[config.mk]
export PLATFORM = sky130hd
export DESIGN_NAME = fetch_unit
export DESIGN_NICKNAME = d
export VERILOG_FILES = /design/src/rtl/fetch_unit.sv
export SDC_FILE = /design/constraint.sdc
export NUM_CORES = 1
export LEC_CHECK = 0
export CORE_UTILIZATION = 40
export DETAILED_ROUTE_END_ITERATION = 16
export PLACE_DENSITY = 0.76
export SLEW_MARGIN = 25
export SYNTH_ARGS = -nofsm -noshare
export SYNTH_HDL_FRONTEND = slang
export SYNTH_SLANG_ARGS = --single-unit
[constraint.sdc]
create_clock -name clk -period 1.7 [get_ports clk]
set_clock_uncertainty 0.05 [all_clocks]
set_input_delay 0.255 -clock clk [delete_from_list [all_inputs] [get_ports clk]]
set_output_delay 0.255 -clock clk [all_outputs]
set_load 0.01 [all_outputs]
[src/rtl/fetch_unit.sv]
// Instruction fetch front-end: owns the PC, reads imem and hands each word to decode (four-phase handshakes).
// Build macro FETCH_MISALIGN_TRAP_EN: misaligned next PC halts the unit and sets a sticky fetch_error.
module fetch_unit #(
    parameter int unsigned           DATA_WIDTH = 32,
    parameter int unsigned           ADDR_WIDTH = 32,
    parameter logic [ADDR_WIDTH-1:0] RESET_PC   = ADDR_WIDTH'(32'h0000_0000)
) (
    input  logic                  clk,
    input  logic                  rst,
    input  logic                  fetch_enable,
    output logic                  imem_req,
    output logic [ADDR_WIDTH-1:0] imem_addr,
    input  logic                  imem_valid,
    input  logic [DATA_WIDTH-1:0] imem_rdata,
    output logic [DATA_WIDTH-1:0] inst,
    output logic                  compute_req,
    input  logic                  compute_valid,
    input  logic                  branch_flag,
    input  logic [DATA_WIDTH-1:0] new_pc,
    output logic [ADDR_WIDTH-1:0] pc,
    output logic [31:0]           instret,
    output logic                  busy,
    output logic                  fetch_error
);

    localparam logic [ADDR_WIDTH-1:0] PC_STEP = ADDR_WIDTH'(4);

    typedef enum logic [2:0] {
        S_IDLE      = 3'd0,
        S_FETCH_REQ = 3'd1,
        S_FETCH_REL = 3'd2,
        S_EXEC_REQ  = 3'd3,
        S_EXEC_REL  = 3'd4
`ifdef FETCH_MISALIGN_TRAP_EN
        , S_HALT    = 3'd5
`endif
    } state_t;

    state_t                r_state;
    logic [ADDR_WIDTH-1:0] r_pc;
    logic [DATA_WIDTH-1:0] r_inst;
    logic [31:0]           r_instret;
    logic                  r_imem_req;
    logic                  r_compute_req;
    logic                  r_busy;

    // Next-PC candidate: redirect target or sequential, both truncated to ADDR_WIDTH
    logic [ADDR_WIDTH-1:0] w_pc_sel;
    assign w_pc_sel = branch_flag ? new_pc[ADDR_WIDTH-1:0] : r_pc + PC_STEP;

`ifdef FETCH_MISALIGN_TRAP_EN
    logic r_fetch_error;
    logic w_misaligned;
    assign w_misaligned = |w_pc_sel[1:0];
    assign fetch_error  = r_fetch_error;
`else
    logic [ADDR_WIDTH-1:0] w_pc_aligned;
    assign w_pc_aligned = w_pc_sel & ~ADDR_WIDTH'(3);
    assign fetch_error  = 1'b0;
`endif

    // Single-process FSM; request/busy outputs are registered alongside the state
    always_ff @(posedge clk or negedge rst) begin
        if (!rst) begin
            r_state       <= S_IDLE;
            r_pc          <= RESET_PC;
            r_inst        <= '0;
            r_instret     <= '0;
            r_imem_req    <= 1'b0;
            r_compute_req <= 1'b0;
            r_busy        <= 1'b0;
`ifdef FETCH_MISALIGN_TRAP_EN
            r_fetch_error <= 1'b0;
`endif
        end else begin
            case (r_state)
                S_IDLE: begin
                    if (fetch_enable) begin
                        r_state    <= S_FETCH_REQ;
                        r_imem_req <= 1'b1;
                        r_busy     <= 1'b1;
                    end
                end
                S_FETCH_REQ: begin
                    if (imem_valid) begin
                        r_inst     <= imem_rdata;
                        r_imem_req <= 1'b0;
                        r_state    <= S_FETCH_REL;
                    end
                end
                S_FETCH_REL: begin
                    if (!imem_valid) begin
                        r_compute_req <= 1'b1;
                        r_state       <= S_EXEC_REQ;
                    end
                end
                S_EXEC_REQ: begin
                    if (compute_valid) begin
                        r_instret     <= r_instret + 32'd1;
                        r_compute_req <= 1'b0;
`ifdef FETCH_MISALIGN_TRAP_EN
                        if (w_misaligned) begin
                            r_fetch_error <= 1'b1;
                            r_busy        <= 1'b0;
                            r_state       <= S_HALT;
                        end else begin
                            r_pc    <= w_pc_sel;
                            r_state <= S_EXEC_REL;
                        end
`else
                        r_pc    <= w_pc_aligned;
                        r_state <= S_EXEC_REL;
`endif
                    end
                end
                S_EXEC_REL: begin
                    // Decode holds compute_valid until it sees the request drop
                    if (!compute_valid) begin
                        if (fetch_enable) begin
                            r_imem_req <= 1'b1;
                            r_state    <= S_FETCH_REQ;
                        end else begin
                            r_busy  <= 1'b0;
                            r_state <= S_IDLE;
                        end
                    end
                end
`ifdef FETCH_MISALIGN_TRAP_EN
                S_HALT: begin
                    r_state <= S_HALT;
                end
`endif
                default: begin
                    r_state       <= S_IDLE;
                    r_imem_req    <= 1'b0;
                    r_compute_req <= 1'b0;
                    r_busy        <= 1'b0;
                end
            endcase
        end
    end

    assign imem_req    = r_imem_req;
    assign imem_addr   = r_pc;
    assign pc          = r_pc;
    assign inst        = r_inst;
    assign compute_req = r_compute_req;
    assign instret     = r_instret;
    assign busy        = r_busy;

endmodule

==> summary.md, run 1 <==
| Metric | Value |
|---|---|
| Row cnt | `41` |
| DIE AREA | `13,500 um^2` |
| Antenna Nets Post-Route | `0` |
| Layout cell share with drive strength beyond 1 | `25.7%` |
| Yosys top cell by area | `dfrtp_1` |
| Cell area after synthesis | `5220 um^2` |
| Die Ht | `116 um` |
| Pleak | `3.83 nW` |
| Root buffer cell | `clkbuf_16` |
| First-pass GRT wire length | `23,800 um` |
| RSZ-0062 raised after global routing | `yes` |
| Clk_lat worst skew | `0.36 ns` |
| Sequential cell area fraction in the yosys report | `48.0%` |
| Synth async-reset ratio | `100%` |
| Failing checks | `setup timing` |
| Vias in the first global route | `4,709` |
| Most frequent cells in the layout | `clkdlybuf4s50_1, dfrtp_1, buf_4` |
| Fmax | `586 MHz` |
| Final min period | `1.71 ns` |
| Clock slew at reported path FFs | `0.07 ns` |
| Final hold violations | `0` |
| Netlist cell types | `59` |
| Slew Limit Fails | `0` |
| Fill cell count | `995` |
| Diodes inserted | `0` |
| Setup_tns | `-0.00733 ns` |
| I/O Pins | `202` |
| Crit path cell chain | `nand3_1 -> nor4_2 -> nand3_2 -> or4_1 -> nand3_1` |
| Data arrival, critical path | `1.95 ns` |
| Post-DP HPWL | `11,000 um` |
| Placed instance area | `7690 um^2` |
| H-tree levels | `3` |
| Nets | `814` |
| CP peak stage delay | `0.48 ns` |
| Pre-CTS WS | `-0.351 ns` |
| Max-Cap Viols | `0` |
| Endpoints failing setup | `1` |
| Core ar. | `12,700 um^2` |
| Max stage delay cell, worst path | `or4_1` |
| Synth Warn # | `0` |
| Status | `complete, but fails checks` |
| Synth Flop Type | `dfrtp_1` |
| Fin cells | `919` |
| Initial Util | `41.2%` |
| CTS Buffer Depth | `2` |
| WHS | `0.339 ns` |
| Routed len/inst | `16.4 um` |
| Total Power | `11.3 mW` |
| Placed Cells incl. Taps | `893` |
| Global Route Usage Sum | `22.8%` |
| Hold WC Path Type | `in -> async` |
| R2r setup slk | `-0.007 ns` |
| DRC | `0` |
| Commonest non-fill, non-tap cell in the layout | `clkdlybuf4s50_1` |
| Largest net degree at the start of global routing | `40` |
| Period utilization | `100%` |
| Number of synthesized flops with an enable pin | `0` |
| Critical path launch point type | `flop` |
| Finished Cell Area | `8200 um^2` |
| Cell Pwr Density | `1380 nW/um^2` |
| Initial antenna violation count | `0` |
| Most frequent CP cell | `nand3_1` |
| Gr ovfl total | `0` |
| Inserted Clock Buffers | `9` |
| Number of port buffers | `194` |
| Top cells by area, synth | `dfrtp_1, mux2_2, buf_4, xnor2_1, o21ai_0` |
| DRT iter0 DRCs | `269` |
| CTS tree | `done` |
| Area Growth Syn to Fin | `57.2%` |
| WS Path Type | `reg -> reg` |
| VDD IR-drop max | `1110 uV` |
| Top cell type's share of synthesized area | `48.0%` |
| Total Wirelength | `15,100 um` |
| Final core occ | `64.7%` |
| CP Data Required Time | `1.94 ns` |
| Syn avg cell area | `10.3 um^2` |
| Flops & latches, synth | `100` |
| Routed vias | `4,853` |
| Largest fanout on the critical path | `4` |
| CP endpoint kind | `flop` |
| # clock sinks | `100` |
| Final worst setup slack | `-0.00733 ns` |
| Drt pass-1 iters | `4` |
| Die X | `116 um` |
| Synth Instances | `505` |
| Vias/cell | `5.28` |
| GPL Wtd Cong | `0.861` |
## flip-flops by register name (all words and copies together), names as in the netlist
name / count
compute_req: 1
imem_addr: 30
instret: 32
r_state: 3
imem_req: 1
busy: 1
inst: 32
## logic make-up after synthesis
kind of cell / count (synthesis) / synth area share [%]
muxes: 35 / 7.48
AOI/OAI and AO/OA: 92 / 11.1
and+or+nand+nor: 179 / 20.3
DFF: 100 / 48.0
xor gates and xnor gates: 31 / 5.20
adders and majority gates: 2 / 0.480
buffers and inverters: 65 / 7.48
other: 1 / 0.0719
## timing repair
item | CTS | global route
buffers inserted | 1 | 8
pin swaps | 3 | 13
setup endpoints to repair | 49 | 61
hold buffers | 1 | 0
resized for setup | 42 | 61
hold endpoints to repair | 26 | 0
cloned | 0 | 0
## layout make-up
cell class / count / area [um^2] / share of cell area, %
Clock buffer: 10 / 229 / 2.79
Tap cell: 172 / 215 / 2.62
Multi-Input combinational cell: 344 / 2460 / 30.0
Clock inverter: 6 / 47.5 / 0.580
Timing Repair Buffer: 282 / 2710 / 33.0
Sequential cell: 100 / 2520 / 30.8
Inverter: 5 / 18.8 / 0.229
## cells in the mapped netlist (3+ instances only)
library cell / instances
nand3_1: 29
xor2_1: 5
and4_1: 8
or3_1: 5
a31oi_1: 6
a22oi_1: 5
nor2_1: 21
nor4_4: 3
inv_1: 5
buf_4: 36
a21oi_1: 20
and3_1: 12
a311oi_1: 4
mux2i_1: 3
and2_1: 3
nand2_1: 41
o21ai_0: 32
nor4_1: 3
xnor2_1: 26
a211oi_1: 4
o211ai_1: 4
mux2_2: 32
nand4_1: 17
nor3_1: 14
dfrtp_1: 100
buf_2: 8
clkbuf_1: 15
## final timing paths
check                             startpoint             to  cells after the start
worst min register to register   instret[31]    instret[31]                      1
max in group asynchronous                rst    instret[23]                      3
worst min-delay path                     rst    instret[17]                      2
min in group clk                 instret[31]    instret[31]                      1
worst max-delay path            imem_addr[2]  imem_addr[31]                      5
worst max register to register  imem_addr[2]  imem_addr[31]                      5
## report_power, final
part	internal, mW	switching, mW
Sequential	3.22	0.566
Combinational	3.10	2.50
Clock	1.01	0.954
Total	7.32	4.02
## metal layers
metal | share of wire (%) | wire length [um] | global-route usage, %
met1 | 41 | 6170 | 27.6
met2 | 51 | 7670 | 39.6
met3 | 6.7 | 1010 | 7.11
met4 | 1.7 | 255 | 5.47
met5 | 0 | 0 | 0
## worst max-delay path, delay by kind of cell (launching register included)
family / cells / cell delay (ns)
flip-flops: 1 / 0.43
AND/OR/NAND/NOR: 5 / 1.17
(Power assumes the default switching activity.)
==> run 2, diff against run 1 <==
Settings changed: CORE_UTILIZATION 40 to 50, CTS_CLUSTER_SIZE set to 30, DONT_BUFFER_PORTS set to 1, PLACE_DENSITY 0.76 to 0.67.
==> summary.md, run 2 (synthesized netlist as in run 1, its figures left out) <==
| Metric | Value |
|---|---|
| Max-Cap Viols | `0 (unchanged)` |
| Setup_tns | `-0.0341 ns (-0.0267 ns)` |
| Drt pass-1 iters | `4 (unchanged)` |
| GPL Wtd Cong | `0.827 (-4.0%)` |
| Number of port buffers | `0 (-100%)` |
| Vias/cell | `5.82 (+10%)` |
| H-tree levels | `3 (unchanged)` |
| Antenna Nets Post-Route | `0 (unchanged)` |
| Largest net degree at the start of global routing | `101 (+150%)` |
| Initial Util | `52.4% (+11 points)` |
| Clk_lat worst skew | `0.37 ns (about the same)` |
| Final hold violations | `100 (+100)` |
| Inserted Clock Buffers | `9 (unchanged)` |
| Initial antenna violation count | `0 (unchanged)` |
| # clock sinks | `100 (unchanged)` |
| DRC | `0 (unchanged)` |
| Area Growth Syn to Fin | `25.0%` |
| DRT met1 WL | `5600 um (-9.2%)` |
| Register-to-Register Path Depth | `5 (unchanged)` |
| Switching portion of total power | `40.2% (+4.7 points)` |
| WS Path Type | `reg -> reg` |
| Most frequent CP cell | `buf_4` |
| Largest fanout on the critical path | `32 (+28)` |
| Global Route Usage Sum | `24.3% (+1.5 points)` |
| Row cnt | `36 (-12%)` |
| CTS tree | `done` |
| Vias in the first global route | `4,263 (-9.5%)` |
| DIE AREA | `10,800 um^2 (-20%)` |
| Combinational share of power | `39.4% (-9.9 points)` |
| CP endpoint kind | `flop` |
| Period utilization | `100% (about the same)` |
| Total Wirelength | `13,000 um (-14%)` |
| Met3 WL | `826 um (-18%)` |
| Hold WC Path Type | `in -> async` |
| Max stage delay cell, worst path | `dfrtp_1` |
| Routed len/inst | `17.7 um (+7.9%)` |
| Pleak | `2.82 nW (-26%)` |
| Sequential fraction of design power | `44.3% (+11 points)` |
| Post-DP HPWL | `8700 um (-21%)` |
| WHS | `-0.490 ns (-0.829 ns)` |
| Crit path cell chain | `buf_4 -> buf_4 -> nor3_2 -> buf_12 -> mux2_2` |
| Critical path depth | `5 (unchanged)` |
| Root buffer cell | `clkbuf_8` |
| Fill cell count | `787 (-21%)` |
| Slew Limit Fails | `0 (unchanged)` |
| Pint | `5.47 mW (-25%)` |
| Layout cell share with drive strength beyond 1 | `33.0% (+7.3 points)` |
| Routed vias | `4,269 (-12%)` |
| Nets | `667 (-18%)` |
| Largest delay share family, worst path | `buffers and inverters` |
| Cts hold-fix bufs | `39 (+38)` |
| Endpoints failing setup | `7 (+6)` |
| Gr ovfl total | `0 (unchanged)` |
| DRT iter0 DRCs | `223 (-17%)` |
| Cell Pwr Density | `1400 nW/um^2 (+1.4%)` |
| CP Data Required Time | `1.91 ns (-0.03 ns)` |
| Die Ht | `104 um (-10%)` |
| Failing checks | `hold timing, setup timing` |
| Net Sw Power | `3.67 mW (-8.6%)` |
| Buf+Inv Stages, Crit Path | `3 (+3)` |
| Clock group share of total power | `16.3% (-1.0 points)` |
| Most frequent cells in the layout | `buf_4, dfrtp_1, nand2_1, dlygate4sd3_1, mux2_2` |
| Final min period | `1.71 ns (-0.0000666 ns)` |
| Commonest non-fill, non-tap cell in the layout | `buf_4` |
| Data arrival, critical path | `1.91 ns (-0.04 ns)` |
| CP peak stage delay | `0.41 ns (-0.07 ns)` |
| Top sig layer | `met4` |
| Clock slew at reported path FFs | `0.11 ns (+0.04 ns)` |
| Fmax | `586 MHz (about the same)` |
| Core ar. | `9950 um^2 (-21%)` |
| I/O Pins | `202 (unchanged)` |
| CTS Buffer Depth | `2 (unchanged)` |
| First-pass GRT wire length | `21,300 um (-11%)` |
| VDD IR-drop max | `759 uV (-31%)` |
| Final worst setup slack | `-0.00726 ns (+0.0000666 ns)` |
| Diodes inserted | `0 (unchanged)` |
| Die X | `104 um (-10%)` |
| RSZ-0062 raised after global routing | `yes` |
| Met2 wire len | `6400 um (-17%)` |
| Critical path launch point type | `flop` |
| Status | `complete, but fails checks` |
## run 2: worst paths after layout
check                      slack, ns             to         from
setup / recovery              -0.007        inst[2]   r_state[2]
hold / removal                 -0.49    instret[16]          rst
setup reg to reg              -0.007        inst[2]   r_state[2]
hold reg to reg                 0.50    instret[31]  instret[31]
max in group asynchronous       1.92   imem_addr[4]          rst
min in group clk                0.02  imem_addr[15]  branch_flag
## run 2: through the flow
stage               cell area [um^2]  utilization (%)  cells  power, mW  worst slack (ns)
floorplan                       5260                -    509       6.50           -0.0173
global placement                5690             57.1    664       7.21            0.0129
detailed placement              5690             57.1    664       7.35           -0.0394
CTS                             6270             63.0    719       8.94           -0.0250
global route                    6520             65.5    733       9.75           -0.0989
finish                          6520             65.5    733       9.14          -0.00726
## run 2: what timing repair did
action | in CTS | in global routing
endpoints found under the hold margin | 140 | 100
endpoints found under the setup margin | 10 | 33
setup buffers | 0 | 14
resized for setup | 2 | 37
pin swaps | 1 | 11
## run 2: final cells by class
| cell class | count | area [um^2] | share of cell area (%) |
|---|---|---|---|
| clock buffer | 9 | 124 | 1.90 |
| clock inverter | 7 | 63.8 | 0.978 |
| inverter | 5 | 18.8 | 0.288 |
| multi-input combinational | 344 | 2500 | 38.3 |
| sequential | 100 | 2520 | 38.6 |
| tap | 133 | 166 | 2.55 |
| timing repair buffer | 135 | 1140 | 17.5 |
## run 2: power by group through the flow
stage          registers (mW)  clock network, mW  logic (mW)
4_1_cts                  4.02               1.54        3.37
3_5_place_dp             4.05                  0        3.29
3_3_place_gp             4.03                  0        3.18
6_report                 4.05               1.49        3.60
2_1_floorplan            4.31                  0        2.19
5_1_grt                  4.15               1.65        3.95
## run 2: metal layers
layer	vias up	GRT usage [%]
met5	-	0
met4	0	7.35
met3	18	6.33
met2	168	40.2
met1	2095	31.4
li1	1988	-
